`src/rtl/gb_apu_pkg.sv`:
```
`default_nettype none
// ============================================================================
//  Module      : gb_apu_pkg
//  Description : Shared APU constants: frame-sequencer divider and step masks.
//  Revision    : 1.0 - initial release
// ============================================================================
package gb_apu_pkg;

    localparam int FS_CLK_DIV_DEFAULT = 8192;

    // Bit n set means step n emits that strobe.
    localparam logic [7:0] FS_LEN_STEPS   = 8'b0101_0101;
    localparam logic [7:0] FS_SWEEP_STEPS = 8'b0100_0100;
    localparam logic [7:0] FS_ENV_STEPS   = 8'b1000_0000;

endpackage
`default_nettype wire

```
`src/rtl/gb_frame_sequencer.sv`:
```
`default_nettype none
// ============================================================================
//  Module      : gb_frame_sequencer
//  Description : APU frame sequencer - 512 Hz step events, length/sweep/env
//                strobes, and the DIV-write falling-bit side effect.
//  Revision    : 1.0 - initial release
// ============================================================================
module gb_frame_sequencer
    import gb_apu_pkg::*;
#(
    parameter int CLK_DIV = FS_CLK_DIV_DEFAULT
) (
    input  logic       clk,
    input  logic       reset,
    input  logic       apu_enable,
    input  logic       div_write,
    output logic       clk_length_ctr,
    output logic       clk_sweep,
    output logic       clk_vol_env,
    output logic [2:0] step,
    output logic       length_phase
);

    localparam int                 CNT_W     = $clog2(CLK_DIV);
    localparam logic [CNT_W-1:0]   C_CNT_MAX = CNT_W'(CLK_DIV - 1);

    logic [CNT_W-1:0] r_cnt;
    logic [2:0]       r_step;
    logic             r_len;
    logic             r_sweep;
    logic             r_env;

    logic w_wrap;
    logic w_div_fall;
    logic w_event;

    // A DIV write clearing a set MSB looks like a falling edge to the APU;
    // OR-ing with the wrap keeps a coincident write to a single event.
    assign w_wrap     = (r_cnt == C_CNT_MAX);
    assign w_div_fall = div_write & r_cnt[CNT_W-1];
    assign w_event    = w_wrap | w_div_fall;

    always_ff @(posedge clk or negedge reset) begin
        if (!reset) begin
            r_cnt   <= '0;
            r_step  <= 3'd0;
            r_len   <= 1'b0;
            r_sweep <= 1'b0;
            r_env   <= 1'b0;
        end else begin
            // DIV lives outside the APU, so the prescaler ignores apu_enable.
            r_cnt <= div_write ? '0 : r_cnt + CNT_W'(1);

            if (!apu_enable) begin
                r_step  <= 3'd0;
                r_len   <= 1'b0;
                r_sweep <= 1'b0;
                r_env   <= 1'b0;
            end else begin
                r_len   <= FS_LEN_STEPS[r_step]   & w_event;
                r_sweep <= FS_SWEEP_STEPS[r_step] & w_event;
                r_env   <= FS_ENV_STEPS[r_step]   & w_event;
                if (w_event) begin
                    r_step <= r_step + 3'd1;
                end
            end
        end
    end

    assign clk_length_ctr = r_len;
    assign clk_sweep      = r_sweep;
    assign clk_vol_env    = r_env;
    assign step           = r_step;
    assign length_phase   = r_step[0];

endmodule
`default_nettype wire

```
`config.mk`:
```
export PLATFORM = sky130hd
export DESIGN_NAME = gb_frame_sequencer
export DESIGN_NICKNAME = d
export VERILOG_FILES = /design/src/rtl/gb_apu_pkg.sv /design/src/rtl/gb_frame_sequencer.sv
export SDC_FILE = /design/constraint.sdc
export NUM_CORES = 1
export LEC_CHECK = 0
export ABC_AREA = 0
export CORE_UTILIZATION = 52
export DETAILED_ROUTE_END_ITERATION = 12
export PLACE_DENSITY = 0.75
export REMOVE_ABC_BUFFERS = 1
export SLEW_MARGIN = 20
export SYNTH_ARGS = -nofsm -noshare
export SYNTH_HDL_FRONTEND = slang
export SYNTH_SLANG_ARGS = --single-unit
```
`constraint.sdc`:
```
create_clock -name clk -period 1.8 [get_ports clk]
set_clock_uncertainty 0.15 [all_clocks]
set_input_delay 0.18 -clock clk [delete_from_list [all_inputs] [get_ports clk]]
set_output_delay 0.18 -clock clk [all_outputs]
set_load 0.05 [all_outputs]
```
==> PnR_summary.wiki, run 1 <==
{| class="wikitable"
! Metric !! Value
|-
| Final antenna diode count || 0
|-
| Worst skew pair latency || 0.30 ns
|-
| Critical path arrival || 1.42 ns
|-
| Share of the clock period used by the worst path || 97.2%
|-
| Setup repair after global routing missed its margin || yes
|-
| Count of yosys warnings during synthesis || 0
|-
| Largest cells by area after synthesis || sky130_fd_sc_hd__dfrtp_1 (53%), sky130_fd_sc_hd__ha_1 (5.6%), sky130_fd_sc_hd__xnor2_1 (4.9%)
|-
| Share of post-route cells with drive strength above 1 || 17.0%
|-
| Clock buffer count from CTS || 3
|-
| Setup slack of the worst register-to-register path || 0.09 ns
|-
| CP max-delay cell || sky130_fd_sc_hd__clkdlybuf4s50_1
|-
| Cell Count, Final, Fillers Out || 110
|-
| Post-route minimum period || 1.75 ns
|-
| Post-detailed-placement half-perimeter wirelength || 1.10 mm
|-
| Endpoints failing setup || 0
|-
| Normalized max-slew margin || 65.8%
|-
| Die area || 1900 sq um
|-
| Cell count after synthesis || 80
|-
| Number of buffers added to fix hold violations after cts || 0
|-
| Most frequent standard cell in the layout excluding fill and tap cells || sky130_fd_sc_hd__dfrtp_1
|-
| Global-route wire length before repair || 2.63 mm
|-
| Final std cell area, no fill || 1060 sq um
|-
| Final WS setup || 0.0507 ns
|-
| Number of endpoints with negative hold slack in the final report || 0
|-
| Final core occ || 67.9%
|-
| Static Leak || 0.537 nW
|-
| Result of the run || complete, but fails checks
|-
| Total vias in the final route || 586
|-
| Critical path start-end classification || reg2out
|-
| Post-CTS repair timing setup buffer count || 0
|-
| Cell type with the largest total area after synthesis || sky130_fd_sc_hd__dfrtp_1
|-
| Flop and latch count out of synthesis || 19
|-
| Clock transition at the register clock pins on the worst setup and hold paths after CTS || 0.10 ns
|-
| Maximum clock frequency || 0.572 GHz
|-
| Worst ir drop on vdd || 0.444 mV
|-
| Power density of the placed cells || 651 nW/um^2
|-
| Largest stage delay on the critical path || 0.79 ns
|-
| Per-cell routed wire length || 13.3 microns
|-
| Number of search-and-repair iterations in the first detailed-routing pass || 8
|-
| Total of cells resized after clock tree synthesis || 0
|-
| Violations in the final reports || DRC
|-
| Initial antenna violation count || 0
|-
| CTS sink count || 19
|-
| Post-Syn Area per Cell || 11.2 sq um
|-
| Final #Nets || 103
|-
| Post-synthesis instance area || 897 sq um
|-
| Top-area cell type share of the netlist area || 53.0%
|-
| DRC violation count after routing || 2
|-
| Total number of placement rows || 14
|-
| Maxcap violations || 0
|-
| Post-synth cell types || 26
|-
| Worst slack at placement || 0.0464 ns
|-
| Overall power consumption || 0.000689 W
|-
| Global router's overall resource usage || 20.0%
|-
| I/O Buffers || 10
|-
| Worst Tran Pin Value || 0.512 ns
|-
| Max-slew violation count || 0
|-
| Number of H-tree levels || 1
|-
| Count of antenna-violating nets left after detailed routing || 0
|-
| Required @ worst endpoint || 1.47 ns
|-
| Element type at the critical path start || flip-flop
|-
| Placement-stage cell area || 1010 sq um
|-
| Worst-path cell chain || clkdlybuf4s50_1
|-
| Detailed Route WL || 1.46 mm
|-
| Launch instance of the worst register-to-register path || r_cnt[0]$_DFF_PN0_
|-
| Fill cell instance count of the final layout || 119
|-
| Starting density of the core || 57.5%
|-
| Type of destination of the critical path || output port
|-
| Via density per instance || 5.33
|-
| Critical path's top delay family || buffers and inverters
|-
| Vias in the first global route || 563
|-
| Maximum number of pins on one net before global-route repair || 20
|-
| Buffer levels on the longest clock path || 2
|-
| Min-Delay Path Class || in2async
|-
| Final RePlAce weighted congestion || 0.817
|-
| I/O pin cnt || 11
|-
| Top library cells by usage in the layout, fill and taps aside || sky130_fd_sc_hd__dfrtp_1 (19), sky130_fd_sc_hd__nor2_1 (11), sky130_fd_sc_hd__nand2_1 (8)
|-
| Max Fanout on Critical Path || 1
|-
| Sum of overflow across all layers after global routing || 0
|-
| Critical path startpoint || clk_vol_env$_DFF_PN0_
|-
| Floorplan die width || 43.5 microns
|-
| Detailed Route Iter0 Violations || 20
|-
| Crit path buf inv count || 1
|-
| Std-Cell Core Area || 1560 sq um
|-
| Clk Tree Root Cell || sky130_fd_sc_hd__clkbuf_4
|-
| TritonCTS clock tree || yes
|-
| Sequential share of the synthesized area || 53.0%
|-
| Area grow syn2layout || 18.0%
|-
| Cell Count Post-Placement || 106
|-
| Height of the die || 43.5 microns
|}
[final timing paths]
kind                                             to  cells past startpoint
worst max register to register  step[1]$_DFFE_PN0P_                      5
worst min register to register   r_cnt[0]$_DFF_PN0_                      1
max in group asynchronous        r_cnt[8]$_DFF_PN0_                      2
worst max-delay path                    clk_vol_env                      1
worst min-delay path             r_cnt[9]$_DFF_PN0_                      2
min in group clk                 r_cnt[0]$_DFF_PN0_                      1
[state kept, by name, indices dropped and copies added (netlist names)]
register and cells:
step 3, clk_sweep 1, clk_vol_env 1, clk_length_ctr 1
r_cnt 13
[layout make-up]
type | count | area [sq um] | share of cell area, %
Inverter | 4 | 15.0 | 1.42
Timing Repair Buffer | 12 | 110 | 10.4
Sequential cell | 19 | 475 | 44.9
Clock inverter | 1 | 5.00 | 0.473
Tap cell | 16 | 20.0 | 1.89
Clock buffer | 3 | 22.5 | 2.13
Multi-Input combinational cell | 55 | 410 | 38.8
[power breakdown]
part / internal, W / switching (W)
Combinational: 0.0000156 / 0.0000210
Sequential: 0.000432 / 0.00000672
Clock: 0.0000829 / 0.000131
Total: 0.000531 / 0.000158
[cells in the mapped netlist]
cell                        instances
sky130_fd_sc_hd__or3_2              1
sky130_fd_sc_hd__nand4_4            1
sky130_fd_sc_hd__nor2_1            11
sky130_fd_sc_hd__nor3_1             2
sky130_fd_sc_hd__or3b_1             1
sky130_fd_sc_hd__and3_1             2
sky130_fd_sc_hd__o2111ai_1          1
sky130_fd_sc_hd__nand4_1            1
sky130_fd_sc_hd__and4_1             1
sky130_fd_sc_hd__mux2i_1            2
sky130_fd_sc_hd__nand3_1            2
sky130_fd_sc_hd__nor2b_1            1
sky130_fd_sc_hd__clkbuf_1           1
sky130_fd_sc_hd__inv_1              4
sky130_fd_sc_hd__buf_4              1
sky130_fd_sc_hd__xnor2_1            5
sky130_fd_sc_hd__o21ai_0            2
sky130_fd_sc_hd__dfrtp_1           19
sky130_fd_sc_hd__o21a_4             1
sky130_fd_sc_hd__nor4_1             1
sky130_fd_sc_hd__nand2_1            8
sky130_fd_sc_hd__nand2b_1           1
sky130_fd_sc_hd__nor4b_4            1
sky130_fd_sc_hd__ha_1               4
sky130_fd_sc_hd__a21oi_1            1
sky130_fd_sc_hd__xor2_1             5
[per-layer routing]
metal  share of wire (%)  GRT usage (%)  up-vias
li1                    -              -      293
met1                  49           26.8      276
met2                  44           29.7       12
met3                 3.7           6.25        5
met4                 2.3           9.38        0
met5                   0              0        -
[logic make-up (layout without fill, tap and decap cells)]
family | after synthesis | in the layout | share of synthesized area [%]
AO/OA/AOI/OAI | 5 | 5 | 4.32
XOR/XNOR | 10 | 10 | 9.76
adder cells (fa/ha/maj) | 4 | 4 | 5.58
buffers and inverters | 6 | 20 | 2.93
flip-flops | 19 | 19 | 53.0
multiplexers | 2 | 2 | 2.23
AND/OR/NAND/NOR | 34 | 34 | 22.2
[per-stage QoR]
step / hold WS [ns] / TNS, ns
floorplan: -0.266 / -0.0329
global placement: 0.285 / 0
detailed placement: 0.310 / 0
CTS: 0.0603 / 0
global route: 0.0457 / -0.0189
finish: 0.0546 / 0
Power figures use the tool's default switching activity.
==> inputs of run 2 (changes only) <==
--- a/config.mk
+++ b/config.mk
@@ -5,12 +5,11 @@
 export SDC_FILE = /design/constraint.sdc
 export NUM_CORES = 1
 export LEC_CHECK = 0
-export ABC_AREA = 0
-export CORE_UTILIZATION = 52
+export ABC_AREA = 1
+export CORE_UTILIZATION = 53
 export DETAILED_ROUTE_END_ITERATION = 12
-export PLACE_DENSITY = 0.75
+export PLACE_DENSITY = 0.76
 export REMOVE_ABC_BUFFERS = 1
-export SLEW_MARGIN = 20
 export SYNTH_ARGS = -nofsm -noshare
 export SYNTH_HDL_FRONTEND = slang
 export SYNTH_SLANG_ARGS = --single-unit
==> constraint.sdc (replaced) <==
create_clock -name clk -period 2.15 [get_ports clk]
set_clock_uncertainty 0.15 [all_clocks]
set_input_delay 0.215 -clock clk [delete_from_list [all_inputs] [get_ports clk]]
set_output_delay 0.215 -clock clk [all_outputs]
set_load 0.05 [all_outputs]
==> run 2 against run 1 <==
  * Largest power group unchanged
  * Core utilization rose by 1.3 points
  * Via count rose by 26%
  * Synthesized cell count rose by 35%
  * Non-clock buffer count fell by 1
  * Global-route usage rose by 1.0 points
  * Critical endpoint is now length_phase
  * Combinational power fell by 22%
  * Wire length rose by 16%
  * Total power fell by 17%
  * Sequential power fell by 16%
  * Critical path depth did not move
  * Design area rose by 4.3%
  * The flow now finishes without violations
==> PnR_summary.wiki, run 2 <==
{| class="wikitable"
! Metric !! Value
|-
| Result of the run || finished clean
|-
| I/O Buffers || 10 (unchanged)
|-
| Internal Dissipation || 0.000444 W (-16%)
|-
| Min-Delay Path Class || in2async
|-
| Part of the power in registers || 64.6% (+0.9 points)
|-
| Post-CTS repair timing setup buffer count || 0 (unchanged)
|-
| Normalized max-slew margin || 66.2% (+0.36 points)
|-
| Reg with most FFs || r_cnt
|-
| Count of yosys warnings during synthesis || 0 (unchanged)
|-
| Library cell with the highest instance count after synthesis || sky130_fd_sc_hd__nand2_1
|-
| Switching power share of the total || 21.9% (-1.1 points)
|-
| Worst Tran Pin Value || 0.506 ns (-0.00616 ns)
|-
| Sum of overflow across all layers after global routing || 0 (unchanged)
|-
| Share of post-route cells with drive strength above 1 || 10.7% (-6.4 points)
|-
| Maxcap violations || 0 (unchanged)
|-
| Global router's overall resource usage || 21.0% (+1.0 points)
|-
| Clock transition at the register clock pins on the worst setup and hold paths after CTS || 0.10 ns (about the same)
|-
| Cell Count, Final, Fillers Out || 146 (+33%)
|-
| Critical path arrival || 1.53 ns (+0.11 ns)
|-
| Cell Count Post-Placement || 142 (+34%)
|-
| Switching pwr || 0.000125 W (-21%)
|-
| Total number of placement rows || 14 (unchanged)
|-
| Power density of the placed cells || 515 nW/um^2 (-21%)
|-
| Worst skew pair latency || 0.29 ns (about the same)
|-
| Global-route wire length before repair || 3.02 mm (+15%)
|-
| Largest cells by area after synthesis || sky130_fd_sc_hd__dfrtp_1 (50%), sky130_fd_sc_hd__nand2_1 (7.9%), sky130_fd_sc_hd__inv_1 (5.9%)
|-
| Type of destination of the critical path || output port
|-
| Sequential share of the synthesized area || 50.2% (-2.8 points)
|-
| Top-area cell type share of the netlist area || 50.2% (-2.8 points)
|-
| Sum of negative setup slack || 0 ns (unchanged)
|-
| Clock share of power || 30.4% (-0.6 points)
|-
| Clock buffer count from CTS || 3 (unchanged)
|-
| Required @ worst endpoint || 1.78 ns (+0.31 ns)
|-
| I/O pin cnt || 11 (unchanged)
|-
| Detailed Route WL || 1.69 mm (+16%)
|-
| Cell type with the largest total area after synthesis || sky130_fd_sc_hd__dfrtp_1
|-
| Number of search-and-repair iterations in the first detailed-routing pass || 4 (-4)
|-
| Post-synth cell types || 19 (-27%)
|-
| Total of cells resized after clock tree synthesis || 0 (unchanged)
|-
| Final RePlAce weighted congestion || 0.783 (-4.2%)
|-
| Number of buffers added to fix hold violations after cts || 0 (unchanged)
|-
| DRC violation count after routing || 0 (-2)
|-
| Static Leak || 0.555 nW (+3.4%)
|-
| Comb pwr share || 5.0% (-0.3 points)
|-
| Synth async-reset ratio || 100% (unchanged)
|-
| Post-detailed-placement half-perimeter wirelength || 1.34 mm (+23%)
|-
| Number of enable-type register cells in the synthesized netlist || 0 (unchanged)
|-
| Floorplan die width || 44.3 microns (+1.7%)
|-
| Endpoints failing setup || 0 (unchanged)
|-
| Final #Nets || 131 (+27%)
|-
| Buffer levels on the longest clock path || 2 (unchanged)
|-
| Post-Syn Area per Cell || 8.77 sq um (-22%)
|-
| CTS sink count || 19 (unchanged)
|-
| Vias in the first global route || 731 (+30%)
|-
| CP max-delay cell || sky130_fd_sc_hd__clkdlybuf4s50_1
|-
| Starting density of the core || 59.4% (+1.9 points)
|-
| Element type at the critical path start || flip-flop
|-
| Top cells by count, synth || sky130_fd_sc_hd__nand2_1 (20), sky130_fd_sc_hd__dfrtp_1 (19), sky130_fd_sc_hd__inv_1 (15), sky130_fd_sc_hd__nor2_1 (15), sky130_fd_sc_hd__a21oi_1 (8)
|-
| Via density per instance || 5.07 (-4.9%)
|-
| Crit path buf inv count || 1 (unchanged)
|-
| Die area || 1960 sq um (+3.4%)
|-
| Top library cells by usage in the layout, fill and taps aside || sky130_fd_sc_hd__nand2_1 (20), sky130_fd_sc_hd__dfrtp_1 (19), sky130_fd_sc_hd__inv_1 (15), sky130_fd_sc_hd__nor2_1 (15), sky130_fd_sc_hd__clkdlybuf4s50_1 (10)
|-
| Post-synthesis instance area || 947 sq um (+5.6%)
|-
| Count of antenna-violating nets left after detailed routing || 0 (unchanged)
|-
| Area grow syn2layout || 16.5%
|-
| Worst-path cell chain || clkdlybuf4s50_1
|-
| Maximum number of pins on one net before global-route repair || 20 (unchanged)
|-
| Std-Cell Core Area || 1590 sq um (+2.2%)
|-
| Post-route minimum period || 1.89 ns
|-
| Predominant post-synthesis flop cell || sky130_fd_sc_hd__dfrtp_1
|-
| Number of flip-flops in the largest register || 13 (unchanged)
|-
| Maximum clock frequency || 0.529 GHz
|-
| Initial antenna violation count || 0 (unchanged)
|-
| Critical path start-end classification || reg2out
|-
| TritonCTS clock tree || yes
|-
| Clk Tree Root Cell || sky130_fd_sc_hd__clkbuf_4
|-
| Per-cell routed wire length || 11.6 microns (-13%)
|-
| Share of the clock period used by the worst path || 87.9%
|-
| Flop and latch count out of synthesis || 19 (unchanged)
|-
| Max Fanout on Critical Path || 5 (+4)
|-
| Detailed Route Iter0 Violations || 12 (-40%)
|-
| Number of H-tree levels || 1 (unchanged)
|-
| Critical path's top delay family || buffers and inverters
|-
| Most frequent standard cell in the layout excluding fill and tap cells || sky130_fd_sc_hd__nand2_1
|-
| Final antenna diode count || 0 (unchanged)
|-
| Total vias in the final route || 740 (+26%)
|-
| Largest stage delay on the critical path || 0.83 ns (+0.04 ns)
|-
| Number of endpoints with negative hold slack in the final report || 0 (unchanged)
|-
| Setup repair after global routing missed its margin || no
|-
| Max-slew violation count || 0 (unchanged)
|-
| Height of the die || 44.3 microns (+1.7%)
|-
| Cell count after synthesis || 108 (+35%)
|-
| Worst ir drop on vdd || 0.408 mV (-8.1%)
|}
run 2: cell families after synthesis:
family,count (synthesis),synth area share [%]
and+or+nand+nor,52,28.5
DFF,19,50.2
buffers and inverters,17,7.13
AOI/OAI and AO/OA,15,7.93
adders and majority gates,4,5.28
xor gates and xnor gates,1,0.925
run 2: metal layers:
layer,vias up,GRT usage [%],share of wire (%)
met5,-,0,0
met4,0,5.45,0
met3,0,3.67,2.6
met2,12,36.2,50
met1,356,27.4,47
li1,372,-,-
run 2: path summary, 6_finish.rpt:
check / from / to / slack [ns] / depth (start not counted)
worst min-delay path: reset / r_cnt[1]$_DFF_PN0_ / 0.1 / 2
min in group clk: r_cnt[8]$_DFF_PN0_ / r_cnt[8]$_DFF_PN0_ / 0.38 / 1
worst max register to register: r_cnt[0]$_DFF_PN0_ / r_cnt[10]$_DFF_PN0_ / 0.58 / 6
worst min register to register: r_cnt[8]$_DFF_PN0_ / r_cnt[8]$_DFF_PN0_ / 0.38 / 1
max in group asynchronous: reset / clk_length_ctr$_DFF_PN0_ / 1.55 / 2
worst max-delay path: step[0]$_DFFE_PN0P_ / length_phase / 0.26 / 1
run 2: layout make-up:
cell class	count	area, sq um
timing repair buffer	11	108
sequential	19	475
clock buffer	4	26.3
multi-input combinational	72	404
inverter	16	60.1
fill	139	490
tap	24	30.0
run 2: worst reg2reg max path: stages (launching register included):
cell	delay (ns)
sky130_fd_sc_hd__dfrtp_1	0.43
sky130_fd_sc_hd__ha_1	0.28
sky130_fd_sc_hd__nand3_4	0.12
sky130_fd_sc_hd__nor2_1	0.17
sky130_fd_sc_hd__nand2_1	0.09
sky130_fd_sc_hd__o21ai_0	0.15
sky130_fd_sc_hd__nor2_1	0.07
run 2: power by group through the flow:
stage	Sequential, W	Combinational [W]	Clock (W)
6_report	0.000367	0.0000284	0.000173
5_1_grt	0.000368	0.0000334	0.000193
4_1_cts	0.000367	0.0000293	0.000179
3_5_place_dp	0.000374	0.0000292	0
3_3_place_gp	0.000374	0.0000277	0
2_1_floorplan	0.000373	0.00000963	0
run 2: through the flow:
step / total power [W] / hold slack [ns] / utilization (%) / instance area, sq um / setup WS [ns]
finish: 0.000569 / 0.0976 / 69.2 / 1100 / 0.260
global route: 0.000594 / 0.105 / 69.2 / 1100 / 0.200
detailed placement: 0.000403 / 0.368 / 67.6 / 1080 / 0.577
floorplan: 0.000382 / -0.231 / - / 940 / 0.337
global placement: 0.000402 / 0.338 / 67.6 / 1080 / 0.600
CTS: 0.000575 / 0.105 / 69.2 / 1100 / 0.248
